**src/rtl/weight_fill_scheduler.sv**
```systemverilog
// Weight-tile fill sequencer: walks num_tiles tiles of WIDTH_HEIGHT rows into the weight FIFOs.
// Optional diagonal-skewed fill is enabled by defining WEIGHT_FILL_SKEW_EN.
module weight_fill_scheduler #(
    parameter int WIDTH_HEIGHT = 16,
    parameter int ADDR_W       = 8
) (
    input  logic                           clk,
    input  logic                           reset,
    input  logic                           start,
    input  logic [ADDR_W-1:0]              base_addr,
    input  logic [3:0]                     num_tiles,
    input  logic                           abort,
    input  logic                           fifo_ready,
    output logic                           busy,
    output logic                           done,
    output logic [3:0]                     tile_idx,
    output logic [WIDTH_HEIGHT*ADDR_W-1:0] weightMem_rd_addr,
    output logic [WIDTH_HEIGHT-1:0]        weightMem_rd_en,
    output logic [WIDTH_HEIGHT-1:0]        mem_to_fifo,
    output logic [2:0]                     dbg_state
);

`ifdef WEIGHT_FILL_SKEW_EN
    localparam int FILL_ROWS = 2*WIDTH_HEIGHT - 1;
`else
    localparam int FILL_ROWS = WIDTH_HEIGHT;
`endif
    localparam int ROW_W = $clog2(2*WIDTH_HEIGHT);

    typedef enum logic [2:0] {IDLE, WAIT_FIFO, FILL, DRAIN, DONE} state_t;

    state_t                         state, state_n;
    logic [ROW_W-1:0]               row, row_n;
    logic [3:0]                     tile_n;
    logic [ADDR_W-1:0]              base_q, base_n;
    logic [3:0]                     tiles_q, tiles_n;
    logic [ADDR_W-1:0]              tile_base;
    logic [WIDTH_HEIGHT-1:0]        en_n;
    logic [WIDTH_HEIGHT*ADDR_W-1:0] addr_n;

    assign dbg_state = state;

    always_comb begin
        state_n = state;
        row_n   = row;
        tile_n  = tile_idx;
        base_n  = base_q;
        tiles_n = tiles_q;
        case (state)
            IDLE: begin
                if (start) begin
                    base_n  = base_addr;
                    tiles_n = num_tiles;
                    tile_n  = '0;
                    state_n = (num_tiles == 4'd0) ? DONE : WAIT_FIFO;
                end
            end
            WAIT_FIFO: begin
                row_n = '0;
                if (fifo_ready) state_n = FILL;
            end
            FILL: begin
                if (row == ROW_W'(FILL_ROWS-1)) begin
                    state_n = DRAIN;
                    row_n   = '0;
                end else begin
                    row_n = row + 1'b1;
                end
            end
            DRAIN: begin
                tile_n  = tile_idx + 4'd1;
                state_n = (tile_n == tiles_q) ? DONE : WAIT_FIFO;
            end
            DONE:    state_n = IDLE;
            default: state_n = IDLE;
        endcase
        // Abort overrides every transition, including DRAIN -> DONE.
        if (state != IDLE && abort) begin
            state_n = IDLE;
            tile_n  = '0;
            row_n   = '0;
        end
    end

    // Read enables/addresses are computed for the next cycle so they leave a flop.
    always_comb begin
        tile_base = base_q + ADDR_W'(int'(tile_n) * WIDTH_HEIGHT);
        en_n      = '0;
        addr_n    = weightMem_rd_addr;
        for (int i = 0; i < WIDTH_HEIGHT; i++) begin
`ifdef WEIGHT_FILL_SKEW_EN
            if (state_n == FILL && int'(row_n) >= i && (int'(row_n) - i) < WIDTH_HEIGHT) begin
                en_n[i] = 1'b1;
                addr_n[i*ADDR_W +: ADDR_W] = tile_base + ADDR_W'(int'(row_n) - i);
            end
`else
            if (state_n == FILL) begin
                en_n[i] = 1'b1;
                addr_n[i*ADDR_W +: ADDR_W] = tile_base + ADDR_W'(row_n);
            end
`endif
        end
    end

    always_ff @(posedge clk or negedge reset) begin
        if (!reset) begin
            state             <= IDLE;
            row               <= '0;
            base_q            <= '0;
            tiles_q           <= '0;
            tile_idx          <= '0;
            busy              <= 1'b0;
            done              <= 1'b0;
            weightMem_rd_addr <= '0;
            weightMem_rd_en   <= '0;
            mem_to_fifo       <= '0;
        end else begin
            state             <= state_n;
            row               <= row_n;
            base_q            <= base_n;
            tiles_q           <= tiles_n;
            tile_idx          <= tile_n;
            busy              <= (state_n != IDLE);
            done              <= (state_n == DONE);
            weightMem_rd_addr <= addr_n;
            weightMem_rd_en   <= en_n;
            mem_to_fifo       <= weightMem_rd_en;
        end
    end

endmodule
```
**config.mk**
```make
export PLATFORM = sky130hd
export DESIGN_NAME = weight_fill_scheduler
export DESIGN_NICKNAME = d
export VERILOG_FILES = /design/src/rtl/weight_fill_scheduler.sv
export SDC_FILE = /design/constraint.sdc
export NUM_CORES = 1
export LEC_CHECK = 0
export CAP_MARGIN = 5
export CORE_ASPECT_RATIO = 1.75
export CORE_UTILIZATION = 30
export CTS_BUF_LIST = sky130_fd_sc_hd__clkbuf_16
export CTS_CLUSTER_SIZE = 30
export DETAILED_ROUTE_END_ITERATION = 8
export GPL_TIMING_DRIVEN = 1
export PLACE_DENSITY = 0.66
export REMOVE_ABC_BUFFERS = 1
export SYNTH_ARGS = -nofsm -noshare
export SYNTH_HDL_FRONTEND = slang
export SYNTH_SLANG_ARGS = --single-unit
```
**constraint.sdc**
```tcl
create_clock -name clk -period 4.3 [get_ports clk]
set_input_delay 0.86 -clock clk [delete_from_list [all_inputs] [get_ports clk]]
set_output_delay 0.86 -clock clk [all_outputs]
set_load 0.005 [all_outputs]
```
== Yosys cells after proc, flatten, opt, wreduce, memory -nomap -nowiden ==
Cells that the tools add are included.
Storage, ports and cells
  bits in registers: 156
  input port bits: 17
  word-level logic and storage cells: 41
Operators by class
  $add $sub $neg: 4
  equal/unequal tests: 7
  multiplexer cells: 14
  reductions and logical operators: 6
Operators by type and width (count)
  3-bit 2-to-1 mux: 6
  3-bit case mux with 4 select lines: 1
  5-bit 2-to-1 mux: 2
  5-bit case mux with 2 select lines: 1
  3-bit by 2-bit equality test with 1-bit output, second input constant: 3
  8-bit by 5-bit adder with 8-bit output: 1
  8-bit adder: 1
  4-bit 2-to-1 mux: 2
  4-bit case mux with 2 select lines: 1
  3-bit nonzero test: 2
  5-bit by 1-bit adder with 5-bit output, second input constant: 1
  5-bit by 4-bit equality test with 1-bit output, second input constant: 1
  4-bit by 1-bit adder with 4-bit output, second input constant: 1
  4-bit equality test: 1
  4-bit zero test: 1
  3-bit by 1-bit equality test with 1-bit output, second input constant: 1
  3-bit equality test, second input constant: 1
  3-bit zero test: 1
  2-bit AND reduction: 1
  1-bit logical AND: 1
  1-bit 2-to-1 mux: 1

== Longest topological paths before layout ==
  word-level depth: 7
  depth in mapped cells: 15
  depth with buffers taken out: 15

== Worst setup path before layout ==
Ideal clock, no wire load.
  kind: input -> register
  start: input start
  end: register weightMem_rd_addr[119]
  data arrival time: 3.116 ns
  data required time: 4.180 ns
  setup slack: 1.064 ns
  stages: 11
  path through: nor4b_4 -> nor2_1 -> a21oi_1 -> nor2_1 -> fa_1 -> ha_1 -> o21a_1 -> o31a_1 -> o32a_1 -> a21o_1 -> a41o_1
Between the ends
  cells in the longest elaborated chain, start to end: 5
RTL lines
  start: declaration: line 9  | input logic start,
  4-bit 2-to-1 mux: line 51  | if (start) begin
  4-bit case mux with 2 select lines: line 49  | case (state)
  4-bit 2-to-1 mux: line 78  | if (state != IDLE && abort) begin
  named net tile_n[0]: line 34  | logic [3:0] tile_n;
  8-bit adder: line 87  | tile_base = base_q + ADDR_W'(int'(tile_n) * WIDTH_HEIGHT);
  8-bit by 5-bit adder with 8-bit output: line 99  | addr_n[i*ADDR_W +: ADDR_W] = tile_base + ADDR_W'(row_n);
  end signal: assignment: line 125  | weightMem_rd_addr <= addr_n;
  end: declaration: line 17  | output logic [WIDTH_HEIGHT*ADDR_W-1:0] weightMem_rd_addr,
The timed path passes the listed nets, and every way through them passes these cells.
A chain may end at the register's enable or synchronous reset.

== Final worst setup path ==
  start: input abort
  end: register weightMem_rd_addr[119]
Between the ends
  cells in the longest elaborated chain, start to end: 4
RTL lines
  start: declaration: line 12  | input logic abort,
  1-bit logical AND: line 78
  4-bit 2-to-1 mux: line 78
  named net tile_n[0]: line 34
  8-bit adder: line 87
  8-bit by 5-bit adder with 8-bit output: line 99
The timed path passes the listed nets, and every way through them passes these cells.

==> qor.csv <==
metric,value,unit
route.detailed.drc,0,
vias,2152,
synth_adder_area_share,6.75,%
diodes,0,
seqPwrFrac,23.2,%
combPwrFrac,63.4,%
synth_top_cell_by_area,buf_4,
clkPwrFrac,13.4,%
antenna_found_initial,0,
area_growth,31.8,%
netlist_top_cells_area,"buf_4 35%, dfrtp_1 28%, mux2_2 5.6%",
pin_count,186,
ys_ff_latch,36,
coreArea,0.0103,mm2
cts-resized-gates,0,
ys_seq_area_share,28.2,%
cts-root-buf,clkbuf_16,
power_switching,936,uW
grt_pass1_wl,10300,um
status,"complete, no violations",
clk_latency,280,ps
dieArea,0.0111,mm2
fmax,0.286,GHz
synth_top_family_by_area,buffers and inverters,
cts-buffers-inserted,5,
die_y,138,um
synthMuxAreaShare,7.14,%
crit_slowest_cell,clkdlybuf4s50_1,
crit_fanout,8,
crit_arrival,3660,ps
htreeDepth,2,
grt_pass1_vias,2098,
r2r_slack,850,ps
initial_core_util,31.0,%
whs,519,ps
row_count,49,
syn_inst,329,
synth_most_common_cell,buf_4,
reg2reg_from,dbg_state[2],
synth-async-reset-ratio,100,%
grt_max_degree,37,
setup_viol,0,
skew,3.69,ps
slew_headroom,46.0,%
hold_class,flop to flop,
cts_num_sinks,36,
dr.pass1.iters,4,
numPortBuffers,185,
cp.buffers_inverters,2,
period_needed,3490,ps
startpoint_type,primary input,
rr_worst_depth,11,
ant_nets,0,
hold_depth,1,
switching_share,31.4,%
cts_setup_buffers,0,
dp_hpwl,5120,um
critPathCaptureType,flop,
cap_violations,0,
viasPerCell,4.34,
nets,401,
pre_cts_slack,521,ps
crit_chain,clkdlybuf4s50_1 > o31a_1 > buf_4 > nor2_1 > fa_1 > ha_1 > o21a_1 > o31a_1 > o32a_1 > a21o_1 > a41o_1,
critPathMostFrequentCell,o31a_1,
synth_xor_area_share,2.63,%
grt_overflow,0,
crit_family,compound AO/OA/AOI/OAI gates,
min-delay-start,base_q[5],
synth_warnings,0,
fillers,994,
hold_violations,0,
synthTopCellsByCount,"150 x buf_4, 36 x dfrtp_1, 16 x mux2_2",
hold-path-endpoint,base_q[5],
p_leak,0.00174,uW
synthSimpleGateAreaFrac,9.53,%
drv_slew,0,
cts_tree,done,
fin_ws,805,ps
path_clk_slew,50,ps
synth_edf_count,0,
die-width,80.0,um
wl,6630,um
vdd_drop_max,0.501,mV
cts_buffer_depth,2,
synth_compound_area_share,7.96,%
syn-mean-instance-area,9.70,um2
dr.first_iter.drc_count,42,
place_congestion,0.779,
cp_data_required_time,4470,ps
ys_dominant_reg_cell,dfrtp_1,
grt_use_total,11.9,%
critical_path_class,primary input to flop,
syn-cell-area,0.00319,mm2
p_int,2050,uW
rsz0062_at_grt,false,
tns,0,ps
hold_buffers,0,
drive_gt1_share,9.49,%
routedWlPerCell,13.4,um
powerDensity,710,mW/mm2
tightest_slew,810,ps
ys_types,49,
fin_crit_sh,81.3,%
r2r_end,weightMem_rd_addr[119],
slowest_delay,500,ps
synth_top_area_share,35.3,%
## registers in the layout (all words and copies together), names as in the netlist
name	flops
row	5
tiles_q	4
weightMem_rd_addr	8
mem_to_fifo	1
weightMem_rd_en	1
base_q	8
tile_idx	4
done	1
busy	1
dbg_state	3
## power groups by stage
stage	sequential (uW)	combinational [uW]	clock [uW]
2_1_floorplan	773	396	0
3_3_place_gp	693	1890	0
3_5_place_dp	711	1900	0
4_1_cts	705	1920	413
5_1_grt	734	2030	427
6_report	693	1890	401
## cell usage in the layout, fill, tap and decap left out, drive strengths merged, types with 4 or more instances in the layout
cell             n
nand3b           4
a21oi           10
xnor2            5
nand3            6
clkbuf           5
inv             10
dfrtp           36
mux2            19
nor3             5
nor2b            4
nor2            12
clkdlybuf4s50  184
ha              14
o21ai            7
## logic make-up (layout without fill, tap and decap cells)
kind of cell,count (synthesis),after routing
AOI/OAI and AO/OA,35,35
xor gates and xnor gates,8,8
adders and majority gates,16,16
buffers and inverters,164,204
DFF,36,36
and+or+nand+nor,50,50
muxes,20,20
## how the worst max path moves through the flow
stage / depth (start not counted) / slack [ps] / start / endpoint
floorplan: 11 / 730 / start / weightMem_rd_addr[119]
detailed placement: 11 / 520 / abort / weightMem_rd_addr[119]
global route: 12 / 640 / start / weightMem_rd_addr[119]
CTS: 11 / 810 / abort / weightMem_rd_addr[119]
finish: 11 / 810 / abort / weightMem_rd_addr[119]
global placement: 11 / 590 / abort / weightMem_rd_addr[119]
## worst reg2reg max path: stages, from the launching register on
cell and delay [ps]:
dfrtp_1 550, nor3b_2 360, o21ai_1 190, or3_1 370
a21oi_1 220, ha_1 270, ha_1 330, nor2b_1 160
o31a_1 270, o32a_1 200, a21o_1 190, a41o_1 220
## routing by layer
metal	GRT usage [%]	vias up	share of wire (%)
met3	1.85	8	5.2
met5	0	-	0
li1	-	1021	-
met2	23.7	103	56
met1	11.1	1020	37
met4	5.64	0	2.1
## final cells by class
cell class              instances  area (um2)  share of cell area (%)
flip-flops and latches         36         901                    21.4
clock buffers                   5         125                    2.98
well taps                     127         159                    3.78
repair buffers                187        1860                    44.3
multi-input cells             129        1080                    25.8
inverters                       9        33.8                   0.804
clock inverters                 3        38.8                   0.923
## metrics by stage
step	instances	area (um2)	total power, uW	util [%]
floorplan	174	2020	1170	-
global placement	488	4040	2580	39.2
detailed placement	488	4040	2610	39.2
CTS	496	4200	3030	40.8
global route	496	4200	3190	40.8
finish	496	4200	2990	40.8
No activity file was read; power rests on OpenSTA's default activity.
